## config.mk

```make
export PLATFORM = sky130hd
export DESIGN_NAME = mlu_nibble_seq
export DESIGN_NICKNAME = d
export VERILOG_FILES = /design/src/rtl/mlu_nibble_seq_pkg.sv /design/src/rtl/mlu_nibble_seq.sv
export SDC_FILE = /design/constraint.sdc
export NUM_CORES = 1
export LEC_CHECK = 0
export ABC_AREA = 1
export CAP_MARGIN = 20
export CORE_ASPECT_RATIO = 1.5
export CORE_MARGIN = 3
export CORE_UTILIZATION = 50
export CTS_CLUSTER_SIZE = 25
export DETAILED_ROUTE_END_ITERATION = 10
export PLACE_DENSITY = 0.81
export SYNTH_ARGS = -nofsm -noshare
export SYNTH_HDL_FRONTEND = slang
export SYNTH_SLANG_ARGS = --single-unit
```

## constraint.sdc

```tcl
create_clock -name CLK -period 2.5 [get_ports CLK]
set_input_delay 0.75 -clock CLK [delete_from_list [all_inputs] [get_ports CLK]]
set_output_delay 0.75 -clock CLK [all_outputs]
set_load 0.03 [all_outputs]
```

## src/rtl/mlu_nibble_seq_pkg.sv

```systemverilog
// Shared definitions for the nibble-serial MLU sequencer and its 4-bit slice.
//   - MLU_* opcodes driven onto the slice's opcode input.
//   - Bit positions of the prop/gen/zero flags in the slice output word.
//   - Sequencer state type.
package mlu_nibble_seq_pkg;

  localparam logic [2:0] MLU_NOP0 = 3'd0;
  localparam logic [2:0] MLU_AND  = 3'd1;
  localparam logic [2:0] MLU_OR   = 3'd2;
  localparam logic [2:0] MLU_XOR  = 3'd3;
  localparam logic [2:0] MLU_NOT  = 3'd4;
  localparam logic [2:0] MLU_ADD  = 3'd5;
  localparam logic [2:0] MLU_SUB  = 3'd6;
  localparam logic [2:0] MLU_NOP1 = 3'd7;

  // Slice output word layout: {unused, zero, gen, prop, out[3:0]}
  localparam int unsigned MLU_SLICE_PROP_BIT = 4;
  localparam int unsigned MLU_SLICE_GEN_BIT  = 5;
  localparam int unsigned MLU_SLICE_ZERO_BIT = 6;

  typedef enum logic [1:0] {
    IDLE = 2'd0,
    RUN  = 2'd1,
    FIN  = 2'd2
  } mlu_seq_state_t;

endpackage

```

## src/rtl/mlu_nibble_seq.sv

```systemverilog
// Nibble-serial MLU sequencer. Runs a WIDTH-bit operation through one external
// combinational 4-bit slice, least-significant nibble first, chaining carry
// through the slice's prop/gen flags and accumulating a zero flag.
//
// Ports:
//   CLK, N_RST          clock, synchronous active-low reset
//   START, OP, A, B     operation request; operands latched when accepted in IDLE
//   BUSY, DONE          BUSY high in RUN and FIN; DONE is a one-cycle pulse in FIN
//   RESULT, CARRY, ZERO result word, final carry (SUB: 1 = no borrow), all-zero flag
//   SLICE_A/B/OP/C_IN   drive to the slice (all zero outside RUN)
//   SLICE_OUT           slice word {unused, zero, gen, prop, out[3:0]}
module mlu_nibble_seq
  import mlu_nibble_seq_pkg::*;
#(
  parameter int unsigned WIDTH = 32
) (
  input  logic             CLK,
  input  logic             N_RST,
  input  logic             START,
  input  logic [2:0]       OP,
  input  logic [WIDTH-1:0] A,
  input  logic [WIDTH-1:0] B,
  output logic             BUSY,
  output logic             DONE,
  output logic [WIDTH-1:0] RESULT,
  output logic             CARRY,
  output logic             ZERO,
  output logic [3:0]       SLICE_A,
  output logic [3:0]       SLICE_B,
  output logic [2:0]       SLICE_OP,
  output logic             SLICE_C_IN,
  input  logic [7:0]       SLICE_OUT
);

  localparam int unsigned NIBBLES = WIDTH / 4;
  localparam int unsigned IDX_W   = $clog2(NIBBLES);
  localparam logic [IDX_W-1:0] LAST_IDX = IDX_W'(NIBBLES - 1);

  if ((WIDTH % 4) != 0 || WIDTH < 8) begin : g_bad_width
    $error("mlu_nibble_seq: WIDTH must be a multiple of 4 and at least 8");
  end

  mlu_seq_state_t   state_q, state_d;
  logic [IDX_W-1:0] idx_q, idx_d;
  logic [2:0]       op_q, op_d;
  logic [WIDTH-1:0] a_q, a_d;
  logic [WIDTH-1:0] b_q, b_d;
  logic [WIDTH-1:0] result_q, result_d;
  logic             carry_q, carry_d;
  logic             zero_q, zero_d;

  // Bit 7 of the slice word carries nothing for this sequencer.
  logic unused_slice_msb;
  assign unused_slice_msb = SLICE_OUT[7];

  always_comb begin
    state_d    = state_q;
    idx_d      = idx_q;
    op_d       = op_q;
    a_d        = a_q;
    b_d        = b_q;
    result_d   = result_q;
    carry_d    = carry_q;
    zero_d     = zero_q;
    SLICE_A    = '0;
    SLICE_B    = '0;
    SLICE_OP   = '0;
    SLICE_C_IN = 1'b0;

    case (state_q)
      IDLE: begin
        if (START) begin
          op_d    = OP;
          a_d     = A;
          b_d     = B;
          idx_d   = '0;
          // SUB is A + ~B + 1, so the chain starts with carry set.
          carry_d = (OP == MLU_SUB);
          zero_d  = 1'b1;
          state_d = RUN;
        end
      end

      RUN: begin
        SLICE_A    = a_q[{idx_q, 2'b00} +: 4];
        SLICE_B    = b_q[{idx_q, 2'b00} +: 4];
        SLICE_OP   = op_q;
        SLICE_C_IN = carry_q;

        result_d[{idx_q, 2'b00} +: 4] = SLICE_OUT[3:0];
        carry_d = SLICE_OUT[MLU_SLICE_GEN_BIT]
                | (SLICE_OUT[MLU_SLICE_PROP_BIT] & carry_q);
        zero_d  = zero_q & SLICE_OUT[MLU_SLICE_ZERO_BIT];
        idx_d   = idx_q + 1'b1;
        if (idx_q == LAST_IDX) begin
          state_d = FIN;
        end
      end

      FIN: begin
        state_d = IDLE;
      end

      default: begin
        state_d = IDLE;
      end
    endcase
  end

  always_ff @(posedge CLK) begin
    if (!N_RST) begin
      state_q  <= IDLE;
      idx_q    <= '0;
      op_q     <= '0;
      a_q      <= '0;
      b_q      <= '0;
      result_q <= '0;
      carry_q  <= 1'b0;
      zero_q   <= 1'b0;
    end else begin
      state_q  <= state_d;
      idx_q    <= idx_d;
      op_q     <= op_d;
      a_q      <= a_d;
      b_q      <= b_d;
      result_q <= result_d;
      carry_q  <= carry_d;
      zero_q   <= zero_d;
    end
  end

  assign BUSY   = (state_q != IDLE);
  assign DONE   = (state_q == FIN);
  assign RESULT = result_q;
  assign CARRY  = carry_q;
  assign ZERO   = zero_q;

endmodule

```

==> reports/metrics.yaml <==
outcome:
  status: "completed"
yosys:
  synth-async-reset-ratio: 0
  ys_seq_area_frac: 0.4195
  syn_area_um2: 5059
  synth.most_common_cell: "nor2_1"
  synthesis.instances: 734
  synth_seq_cells: 106
  yosys.area.top_type_share: 0.4195
  synth.area.top_cells: "dfxtp_1 42%, nor2_1 13%, nand2_1 10%, o21ai_0 6.9%, a21oi_1 5.9%"
  synthFlopType: "dfxtp_1"
  syn_nets: 820
  synth_commonest_cells: "179 x nor2_1, 140 x nand2_1, 106 x dfxtp_1, 70 x o21ai_0, 62 x inv_1"
  ys_types: 29
  avgSynthCellArea_um2: 6.892
  synth_top_area_cell: "dfxtp_1"
  yosysWarnings: 0
  synth_edf_count: 0
critical_path:
  crit_buf_inv: 2
  crit_path_start_kind: "flop"
  crit_slowest_cell: "clkdlybuf4s50_1"
  path_delay_family: "buffers and inverters"
  reg2reg_from: "idx_q[1]"
  critical-path-max-stage-delay_ns: 0.69
  required_ns: 1.75
  startpoint: "state_q[1]"
  endpoint_kind: "primary output"
  path_class: "reg -> out"
  worstPathCellList: "inv_2 -> nand2_4 -> nor2_1 -> clkdlybuf4s50_1"
  cp.arrival_ns: 1.66
  worst-path-max-fanout: 6
floorplanning:
  die_w_um: 88.13
  rows: 44
  die_h_um: 129.2
  die-area_um2: 11380
  initial_core_util: 0.5162
  io_pins: 126
  core_um2: 9799
pwr:
  p_per_area_nw_per_um2: 608.1
  peakVddDrop_mv: 0.3827
  leakage_nw: 2.874
route:
  drc: 0
  drt_iter0_markers: 234
  drt_wl_total_um: 12860
  ant_nets: 0
  avgViaCountPerCell: 5.030
  wl_per_cell_um: 13.41
  vias: 4824
  firstDrtPassIters: 5
global_routing:
  grt_pass1_wl_um: 20870
  grtUsageTotal: 0.2303
  antenna_found_initial: 0
  grt_pass1_vias: 4611
  grt_start_max_net_pins: 67
  overflow: 0
clocking:
  clockBufferDepth: 2
  clk_pin_slew_worst_paths_ns: 0.07
  post_cts_buffers: 0
  cts_resized: 1
  clock_latency_ns: 0.34
  cts-hold-fix-buffers: 0
  cts_made_buffers: 9
  htree_levels: 3
  root_buffer: "clkbuf_16"
  cts_sinks: 106
  cts_tree: "done"
layout:
  n_antenna_cell: 0
  regArea_um2: 2125
  fillCellCount: 854
  layout-drive-gt1-share: 0.07227
  multi_input_comb_area_um2: 2416
  area_growth_pct: 30.55
  finalNonFillerCells: 959
  nets: 925
timing:
  fin_crit_sh: 0.9631
  max_slew_margin: 0.6868
  slew_violations: 0
  fin_setup_tns_ns: 0
  worst_slew_pin_slew_ns: 0.4649
  timing.final.ws_setup_ns: 0.09236
  min_period_ns: 2.408
  final-hold-violation-count: 0
  setup_violations: 0
  skew_ns: 0.002862
  max_freq_mhz: 415.3
  rsz0062_at_grt: "no"
  whs_ns: 0.4516
job:
  maxCapViolCount: 0
placement:
  placed_cells: 943
  port_buffers: 124
  dpl_worst_slack_ns: 0.3480
  post-dp-hpwl_um: 9045
  gp_congestion: 0.8332
min_path:
  hold_start: "op_q[2]"
  hold_path.class: "reg -> reg"
state kept, by name (all words and copies together) (netlist names):
register  count
RESULT       32
a_q          32
idx_q         3
state_q       2
op_q          3
CARRY         1
b_q          32
ZERO          1
worst min-delay path: cells and delay by family (launching register included):
family | cells | cell delay, ns
buffers and inverters | 1 | 0.06
flip-flops | 1 | 0.30
AO/OA/AOI/OAI | 1 | 0.05
worst paths after layout:
kind	slack [ns]	cells after the start	end
hold / removal	0.45	2	op_q[2]
hold reg to reg	0.45	2	op_q[2]
setup / recovery	0.09	4	SLICE_OP[2]
setup reg to reg	0.39	9	RESULT[0]
through the flow:
stage | cell area (um^2) | power [mW] | utilization
5_1_grt | 6604 | 4.183 | 0.6739
2_1_floorplan | 5059 | 2.301 | -
3_3_place_gp | 6270 | 2.513 | 0.6398
4_1_cts | 6593 | 4.041 | 0.6728
6_report | 6604 | 4.016 | 0.6739
3_5_place_dp | 6270 | 2.532 | 0.6398
power breakdown:
part           internal, mW  total, mW  leakage (nW)  switching [mW]
Sequential             1.79       1.84         0.872          0.0438
Combinational         0.282      0.664          1.85           0.382
Clock                 0.902       1.52         0.156           0.614
Total                  2.98       4.02          2.87            1.04
layout make-up:
| type | instances | area share |
|---|---|---|
| multi-input cells | 520 | 0.3659 |
| flip-flops and latches | 106 | 0.3217 |
| repair buffers | 134 | 0.2018 |
| inverters | 68 | 0.04036 |
| clock buffers | 11 | 0.03676 |
| well taps | 115 | 0.02179 |
| clock inverters | 5 | 0.01175 |
logic make-up (layout without fill, tap and decap cells):
logic type / count (synthesis) / count (layout) / synth area share
buffers and inverters: 108 / 218 / 0.1044
AOI/OAI and AO/OA: 140 / 140 / 0.1393
DFF: 106 / 106 / 0.4195
and+or+nand+nor: 372 / 372 / 0.3171
adders and majority gates: 8 / 8 / 0.01979
metal layers:
layer | GRT usage | routed length (um) | vias up
li1 | - | - | 2513
met1 | 0.2800 | 5494 | 2158
met2 | 0.3952 | 6331 | 132
met3 | 0.04707 | 741 | 21
met4 | 0.09075 | 293 | 0
met5 | 0 | 0 | -
layout by cell type, fill, tap and decap left out, types with 2 or more instances in the layout:
cell type,count
ha_1,8
clkinvlp_4,2
clkinv_2,2
nand2_2,3
nor2_8,4
nand2_1,140
bufinv_16,2
inv_1,62
inv_2,3
nand3_1,21
clkbuf_16,9
a21oi_1,60
nor3_1,10
nor2_4,2
buf_4,14
clkdlybuf4s50_1,115
nand3b_1,4
nand3_2,3
nand2_4,3
nor2_1,179
o21ai_0,70
o21ai_1,9
dfxtp_2,2
buf_12,3
dfxtp_1,104
(Power assumes the default switching activity.)
